File: src/rtl/rv_pkg.sv
`default_nettype none
// +-----------------------------------------------------------------------+
// | rv_pkg : opcodes and scoreboard entry type for the forwarding unit    |
// | Rev 1.0                                                               |
// +-----------------------------------------------------------------------+
package rv_pkg;

    localparam logic [6:0] OP_BRANCH = 7'b1100011;
    localparam logic [6:0] OP_JAL    = 7'b1101111;
    localparam logic [6:0] OP_JALR   = 7'b1100111;
    localparam logic [6:0] OP_LOAD   = 7'b0000011;
    localparam logic [6:0] OP_STORE  = 7'b0100011;

    // rd is stored at a fixed upper-bound width so the type stays unparametrised
    localparam int MAX_REG_BITS = 8;

    typedef struct packed {
        logic                    valid;
        logic [MAX_REG_BITS-1:0] rd;
        logic                    is_load;
    } sb_entry_t;

endpackage
`default_nettype wire

File: src/rtl/fwd_hazard_unit_if.sv
`default_nettype none
// +-----------------------------------------------------------------------+
// | fwd_hazard_unit_if : decode-side and operand-side bundle              |
// | Rev 1.0                                                               |
// +-----------------------------------------------------------------------+
interface fwd_hazard_unit_if #(
    parameter int XLEN     = 32,
    parameter int REG_BITS = 5,
    parameter int DEPTH    = 3
) ();
    localparam int SEL_W = $clog2(DEPTH + 1);

    logic                  dec_valid;
    logic [REG_BITS-1:0]   rs1;
    logic [REG_BITS-1:0]   rs2;
    logic                  rs1_en;
    logic                  rs2_en;
    logic [REG_BITS-1:0]   rd;
    logic                  rd_en;
    logic                  imm_en;
    logic                  load;
    logic [6:0]            opcode;
    logic [XLEN-1:0]       pc;
    logic [XLEN-1:0]       imm;
    logic [XLEN-1:0]       data1;
    logic [XLEN-1:0]       data2;
    logic [DEPTH*XLEN-1:0] stage_data;
    logic                  flush;
    logic                  stall;
    logic [XLEN-1:0]       op1;
    logic [XLEN-1:0]       op2;
    logic [XLEN-1:0]       store_data;
    logic [SEL_W-1:0]      fwd1_sel;
    logic [SEL_W-1:0]      fwd2_sel;

    modport master (
        output dec_valid, rs1, rs2, rs1_en, rs2_en, rd, rd_en, imm_en, load,
               opcode, pc, imm, data1, data2, stage_data, flush,
        input  stall, op1, op2, store_data, fwd1_sel, fwd2_sel
    );

    modport slave (
        input  dec_valid, rs1, rs2, rs1_en, rs2_en, rd, rd_en, imm_en, load,
               opcode, pc, imm, data1, data2, stage_data, flush,
        output stall, op1, op2, store_data, fwd1_sel, fwd2_sel
    );
endinterface
`default_nettype wire

File: src/rtl/fwd_match_sel.sv
`default_nettype none
// +-----------------------------------------------------------------------+
// | fwd_match_sel : youngest-wins scoreboard matcher for one source reg   |
// | Rev 1.0                                                               |
// +-----------------------------------------------------------------------+
module fwd_match_sel
    import rv_pkg::*;
#(
    parameter int REG_BITS = 5,
    parameter int DEPTH    = 3,
    parameter int SEL_W    = $clog2(DEPTH + 1)
) (
    input  logic [REG_BITS-1:0]   rs,
    input  logic                  en,
    input  sb_entry_t [DEPTH-1:0] entries,
    output logic [SEL_W-1:0]      sel,
    output logic                  hit_load
);

    // Scan oldest to youngest so the lowest matching index overrides.
    always_comb begin
        sel      = '0;
        hit_load = 1'b0;
        if (en && (rs != '0)) begin
            for (int i = DEPTH - 1; i >= 0; i--) begin
                if (entries[i].valid && (entries[i].rd == MAX_REG_BITS'(rs))) begin
                    sel      = SEL_W'(i + 1);
                    hit_load = entries[i].is_load;
                end
            end
        end
    end

endmodule
`default_nettype wire

File: src/rtl/fwd_hazard_unit.sv
`default_nettype none
// +-----------------------------------------------------------------------+
// | fwd_hazard_unit : operand forwarding and load-use stall generation    |
// | Rev 1.0                                                               |
// +-----------------------------------------------------------------------+
module fwd_hazard_unit
    import rv_pkg::*;
#(
    parameter int XLEN       = 32,
    parameter int REG_BITS   = 5,
    parameter int DEPTH      = 3,
    parameter int LOAD_STAGE = 1
) (
    input  logic             clk,
    input  logic             rst,
    fwd_hazard_unit_if.slave bus
);
    localparam int SEL_W = $clog2(DEPTH + 1);

    sb_entry_t [DEPTH-1:0] r_sb;
    sb_entry_t [DEPTH-1:0] w_sb_next;
    sb_entry_t             w_new_entry;

    logic [SEL_W-1:0] w_sel1;
    logic [SEL_W-1:0] w_sel2;
    logic             w_hit_load1;
    logic             w_hit_load2;
    logic             w_haz1;
    logic             w_haz2;
    logic             w_stall;
    logic [XLEN-1:0]  w_stage [DEPTH];
    logic [XLEN-1:0]  w_fwd_rs1;
    logic [XLEN-1:0]  w_fwd_rs2;
    logic [XLEN-1:0]  w_op1;
    logic [XLEN-1:0]  w_op2;

    genvar g;
    generate
        for (g = 0; g < DEPTH; g++) begin : g_unpack
            assign w_stage[g] = bus.stage_data[g*XLEN +: XLEN];
        end
    endgenerate

    fwd_match_sel #(
        .REG_BITS (REG_BITS),
        .DEPTH    (DEPTH),
        .SEL_W    (SEL_W)
    ) u_match1 (
        .rs       (bus.rs1),
        .en       (bus.rs1_en),
        .entries  (r_sb),
        .sel      (w_sel1),
        .hit_load (w_hit_load1)
    );

    fwd_match_sel #(
        .REG_BITS (REG_BITS),
        .DEPTH    (DEPTH),
        .SEL_W    (SEL_W)
    ) u_match2 (
        .rs       (bus.rs2),
        .en       (bus.rs2_en),
        .entries  (r_sb),
        .sel      (w_sel2),
        .hit_load (w_hit_load2)
    );

    // sel = index+1, so "index < LOAD_STAGE" becomes "sel <= LOAD_STAGE".
    assign w_haz1  = w_hit_load1 && (int'(w_sel1) <= LOAD_STAGE);
    assign w_haz2  = w_hit_load2 && (int'(w_sel2) <= LOAD_STAGE);
    assign w_stall = bus.dec_valid && !bus.flush && (w_haz1 || w_haz2);

    always_comb begin
        w_fwd_rs1 = bus.data1;
        w_fwd_rs2 = bus.data2;
        for (int i = 0; i < DEPTH; i++) begin
            if (w_sel1 == SEL_W'(i + 1)) w_fwd_rs1 = w_stage[i];
            if (w_sel2 == SEL_W'(i + 1)) w_fwd_rs2 = w_stage[i];
        end
    end

    always_comb begin
        w_op1 = w_fwd_rs1;
        w_op2 = bus.imm_en ? bus.imm : w_fwd_rs2;
        case (bus.opcode)
            OP_BRANCH: w_op2 = w_fwd_rs2;
            OP_JAL: begin
                w_op1 = bus.pc;
                w_op2 = bus.imm;
            end
            OP_JALR:   w_op2 = bus.imm;
            default:   ;
        endcase
    end

    assign bus.stall      = w_stall;
    assign bus.op1        = w_op1;
    assign bus.op2        = w_op2;
    assign bus.store_data = w_fwd_rs2;
    assign bus.fwd1_sel   = w_sel1;
    assign bus.fwd2_sel   = w_sel2;

    // Stalled or flushed decode slots enter the pipe as bubbles.
    assign w_new_entry.valid   = bus.dec_valid && bus.rd_en && (bus.rd != '0)
                                 && !w_stall && !bus.flush;
    assign w_new_entry.rd      = MAX_REG_BITS'(bus.rd);
    assign w_new_entry.is_load = bus.load;

    generate
        if (DEPTH > 1) begin : g_shift
            assign w_sb_next = {r_sb[DEPTH-2:0], w_new_entry};
        end else begin : g_single
            assign w_sb_next = w_new_entry;
        end
    endgenerate

    always_ff @(posedge clk) begin
        if (rst) begin
            r_sb <= '0;
        end else begin
            r_sb <= w_sb_next;
        end
    end

endmodule
`default_nettype wire

File: src/flat_wrapper.sv
// flat-port wrapper written by rule: the top's interface ports become plain ports
module fwd_hazard_unit_flat import rv_pkg::*;
#(
    parameter int XLEN       = 32,
    parameter int REG_BITS   = 5,
    parameter int DEPTH      = 3,
    parameter int LOAD_STAGE = 1
)
  (clk, rst, bus_dec_valid, bus_rs1, bus_rs2, bus_rs1_en, bus_rs2_en, bus_rd, bus_rd_en, bus_imm_en, bus_load, bus_opcode, bus_pc, bus_imm, bus_data1, bus_data2, bus_stage_data, bus_flush, bus_stall, bus_op1, bus_op2, bus_store_data, bus_fwd1_sel, bus_fwd2_sel);
  fwd_hazard_unit_if #(.XLEN(XLEN), .REG_BITS(REG_BITS), .DEPTH(DEPTH)) bus_i ();
  input  logic clk;
  input  logic rst;
  input wire logic [$bits(bus_i.dec_valid)-1:0] bus_dec_valid;
  input wire logic [$bits(bus_i.rs1)-1:0] bus_rs1;
  input wire logic [$bits(bus_i.rs2)-1:0] bus_rs2;
  input wire logic [$bits(bus_i.rs1_en)-1:0] bus_rs1_en;
  input wire logic [$bits(bus_i.rs2_en)-1:0] bus_rs2_en;
  input wire logic [$bits(bus_i.rd)-1:0] bus_rd;
  input wire logic [$bits(bus_i.rd_en)-1:0] bus_rd_en;
  input wire logic [$bits(bus_i.imm_en)-1:0] bus_imm_en;
  input wire logic [$bits(bus_i.load)-1:0] bus_load;
  input wire logic [$bits(bus_i.opcode)-1:0] bus_opcode;
  input wire logic [$bits(bus_i.pc)-1:0] bus_pc;
  input wire logic [$bits(bus_i.imm)-1:0] bus_imm;
  input wire logic [$bits(bus_i.data1)-1:0] bus_data1;
  input wire logic [$bits(bus_i.data2)-1:0] bus_data2;
  input wire logic [$bits(bus_i.stage_data)-1:0] bus_stage_data;
  input wire logic [$bits(bus_i.flush)-1:0] bus_flush;
  output wire logic [$bits(bus_i.stall)-1:0] bus_stall;
  output wire logic [$bits(bus_i.op1)-1:0] bus_op1;
  output wire logic [$bits(bus_i.op2)-1:0] bus_op2;
  output wire logic [$bits(bus_i.store_data)-1:0] bus_store_data;
  output wire logic [$bits(bus_i.fwd1_sel)-1:0] bus_fwd1_sel;
  output wire logic [$bits(bus_i.fwd2_sel)-1:0] bus_fwd2_sel;
  assign bus_i.dec_valid = bus_dec_valid;
  assign bus_i.rs1 = bus_rs1;
  assign bus_i.rs2 = bus_rs2;
  assign bus_i.rs1_en = bus_rs1_en;
  assign bus_i.rs2_en = bus_rs2_en;
  assign bus_i.rd = bus_rd;
  assign bus_i.rd_en = bus_rd_en;
  assign bus_i.imm_en = bus_imm_en;
  assign bus_i.load = bus_load;
  assign bus_i.opcode = bus_opcode;
  assign bus_i.pc = bus_pc;
  assign bus_i.imm = bus_imm;
  assign bus_i.data1 = bus_data1;
  assign bus_i.data2 = bus_data2;
  assign bus_i.stage_data = bus_stage_data;
  assign bus_i.flush = bus_flush;
  assign bus_stall = bus_i.stall;
  assign bus_op1 = bus_i.op1;
  assign bus_op2 = bus_i.op2;
  assign bus_store_data = bus_i.store_data;
  assign bus_fwd1_sel = bus_i.fwd1_sel;
  assign bus_fwd2_sel = bus_i.fwd2_sel;
  fwd_hazard_unit #(.XLEN(XLEN), .REG_BITS(REG_BITS), .DEPTH(DEPTH), .LOAD_STAGE(LOAD_STAGE)) u_core (.clk(clk), .rst(rst), .bus(bus_i));
endmodule
File: config.mk
export PLATFORM = sky130hd
export DESIGN_NAME = fwd_hazard_unit_flat
export DESIGN_NICKNAME = d
export VERILOG_FILES = /design/src/rtl/rv_pkg.sv /design/src/rtl/fwd_hazard_unit_if.sv /design/src/rtl/fwd_match_sel.sv /design/src/rtl/fwd_hazard_unit.sv /design/src/flat_wrapper.sv
export SDC_FILE = /design/constraint.sdc
export NUM_CORES = 1
export LEC_CHECK = 0
export CAP_MARGIN = 20
export CORE_AREA = 2 2 137 139
export CTS_CLUSTER_DIAMETER = 150
export DETAILED_ROUTE_END_ITERATION = 12
export DIE_AREA = 0 0 139 141
export SKIP_LAST_GASP = 1
export SLEW_MARGIN = 20
export SYNTH_ARGS = -nofsm -noshare
export SYNTH_HDL_FRONTEND = slang
export SYNTH_SLANG_ARGS = --single-unit
File: constraint.sdc
create_clock -name clk -period 4.4 [get_ports clk]
set_clock_uncertainty 0.05 [all_clocks]
set_input_delay 0.66 -clock clk [delete_from_list [all_inputs] [get_ports clk]]
set_output_delay 0.66 -clock clk [all_outputs]
set_load 0.005 [all_outputs]
==> reports/results.txt <==
DRT met1 WL: 10800 microns
Number of enable flip-flop cells after synthesis: 0
Buffering stage count on the worst path with inverters included: 5
Largest area contributor in the netlist: dfxtp_1
Slew at the pin closest to its max-slew limit: 656 ps
Placer congestion estimate: 0.822
Maxcap violations: 0
Met3 routed wirelength: 1490 microns
Fraction of registers with async set or reset after synthesis: 0%
Primary flip-flop cell chosen by synthesis mapping: dfxtp_1
Unrepaired setup endpoints after global routing: false
Worst hold slack: 452 ps
Max reg flops: 19
Combined flip-flop and latch cell area: 380 sq um
Registers with the most flip-flops: u_core.r_sb: 19 flops
Kind of cell with the highest combined delay on the critical path: buffers and inverters
Leak Pwr: 3.05 nW
Register name with the most flops: u_core.r_sb
Clock slew at reported path FFs: 50 ps
Core outline area: 0.0183 sq mm
Area of the mapped netlist: 0.00411 sq mm
H-tree depth: 1
Floorplan die width: 139 microns
Final #Nets: 1191
Mean instance size in the synthesized netlist: 6.92 sq um
Clk_lat worst skew: 250 ps
Setup CP Type: in2out
Worst rel slew slack: 56.1%
Data required time at the worst endpoint: 3690 ps
Total count of max-transition violations in the final report: 0
Count of routing violations after the opening detailed-route iteration: 331
Per-cell via count in the routed design: 5.30
Overall power consumption: 0.939 mW
Pre-antenna DRT Iters: 5
Crit path cell chain: clkdlybuf4s50_1 > buf_4 > or4_1 > o21ai_4 > buf_4 > a221oi_1 > buf_4 > o2bb2ai_1 > mux2_2 > clkdlybuf4s50_1
Total via count in the routed design: 6194
Syn Inst Count: 593
Total power density per cell area: 113 mW/mm^2
Crit path DAT: 3450 ps
Worst Path Max Fanout: 12
Final HPWL from detailed placement: 19600 microns
Count of final setup violators: 0
Share of Yosys cell area claimed by the top area cell type: 9.26%
Net Count, Synth: 848
Port bufs: 355
Number of buffers on the longest clock path: 2
Area Overhead vs Synth: 102%
Final standard cell utilization of the core: 45.4%
Critical path endpoint category: output port
Share of the clock period used by the worst path after layout: 94.4%
Most numerous cell on the critical path: buf_4
Share of post-route cells with drive strength above 1: 11.0%
Cell types occupying the most area after synthesis: dfxtp_1 (9.3%), mux2_2 (8.8%), a211o_1 (6.8%)
Via count of the first global-routing pass: 6363
Number of flip-flops and latches in the synthesized netlist: 19
Number of sinks on the clock net: 19
Nature of the critical path startpoint: primary input
Starting density of the core: 22.5%
Number of warnings printed during yosys synthesis: 0
TritonCTS clock tree: built
Max layer used: met4
First-pass GRT wire length: 36900 microns
Vertical extent of the die: 141 microns
Number of buffers inserted during clock tree synthesis: 3
Remaining routing DRC violations: 0
Total overflow reported by the global router: 0
Setup TNS: 0 ps
Type of the worst min-delay path: reg2reg
Buffer cell driving the clock tree root: clkbuf_16
Final hold vios: 0
Area of combinational cells with multiple inputs: 0.00340 sq mm
Routed wire per std cell: 21.1 microns
Fillers: 1869
Antenna diode count: 0
Worst Setup Slack, final: 245 ps
Worst path max stage delay: 570 ps
Total routing resource utilization after global routing: 23.6%
Sequential share of the synthesized area: 9.26%
DIE AREA: 0.0196 sq mm
Count of antenna-violating nets left after detailed routing: 0
Most frequently used cell type in the post-synthesis netlist: nand2_1
Post-Place Setup Slack: 85.8 ps
Routed met2 length: 12200 microns
Maximum resistive drop on vdd: 0.155 mV
Top-level port count: 356
Cell type of the slowest stage on the worst timing path: or4_1
Total wirelength of the detailed-routed design: 24700 microns
Maximum number of pins on one net before global-route repair: 35
Number of library cell types mapped by synthesis: 47
Crit path time final: 4160 ps
Outcome: complete, no violations
Standard-cell rows: 50
Most common library cells after synthesis: nand2_1 (64), o21ai_0 (53), clkbuf_1 (45)
Upper clock frequency limit: 0.241 GHz
Hold bufs inserted after CTS: 0
Initial antenna violation count: 0
-- cell families (layout without fill, tap and decap cells) --
kind of cell    after synthesis  in the layout  share of synthesized area (%)
compound gates              242            242                           43.1
simple gates                175            175                           22.5
buf+inv                      95            437                           9.51
mux                          32             32                           8.78
xor+xnor                     30             30                           6.76
flops                        19             19                           9.26
-- final cells by class --
cell class / instances / area share (%)
clock buffers: 4 / 0.950
multi-input cells: 479 / 41.0
flip-flops and latches: 19 / 4.58
well taps: 234 / 3.53
inverters: 28 / 1.27
repair buffers: 405 / 48.7
-- through the flow --
stage | instance area (sq um) | std cells
2_1_floorplan | 4110 | 593
3_3_place_gp | 8190 | 1162
3_5_place_dp | 8190 | 1162
4_1_cts | 8270 | 1166
5_1_grt | 8300 | 1169
6_report | 8300 | 1169
-- repair_timing --
action | CTS | global route
buffers inserted | 0 | 3
gates resized for setup | 0 | 1
setup endpoints to repair | 0 | 4
hold endpoints to repair | 0 | 0
-- layout by cell type (no fill, tap or decap), types with 20 or more instances in the layout --
cell type	count
xnor2_1	20
clkdlybuf4s50_1	355
a311oi_1	27
nand2_1	63
a21oi_1	34
o2bb2ai_1	32
a211o_1	32
a32oi_1	32
o21ai_0	53
nor3_1	29
or3_1	29
mux2_2	32
inv_1	28
buf_4	41
-- layer usage --
layer	GRT usage (%)	vias to the layer above
met5	0	-
met4	3.40	0
met3	2.79	16
met2	42.3	278
met1	31.0	2942
li1	-	2958
-- power breakdown --
part           switching, mW  total [mW]  internal [mW]
Combinational          0.195       0.571          0.377
Clock                 0.0589       0.182          0.123
Sequential           0.00711       0.186          0.179
-- path summary, 6_finish.rpt --
kind	from	endpoint	slack, ps	depth (start not counted)
setup reg to reg	u_core.r_sb[1]	u_core.r_sb[9]	2400	7
setup / recovery	bus_rs2[1]	bus_op2[1]	240	10
hold reg to reg	u_core.r_sb[13]	u_core.r_sb[23]	450	1
hold / removal	u_core.r_sb[13]	u_core.r_sb[23]	450	1
(Power assumes the default switching activity.)
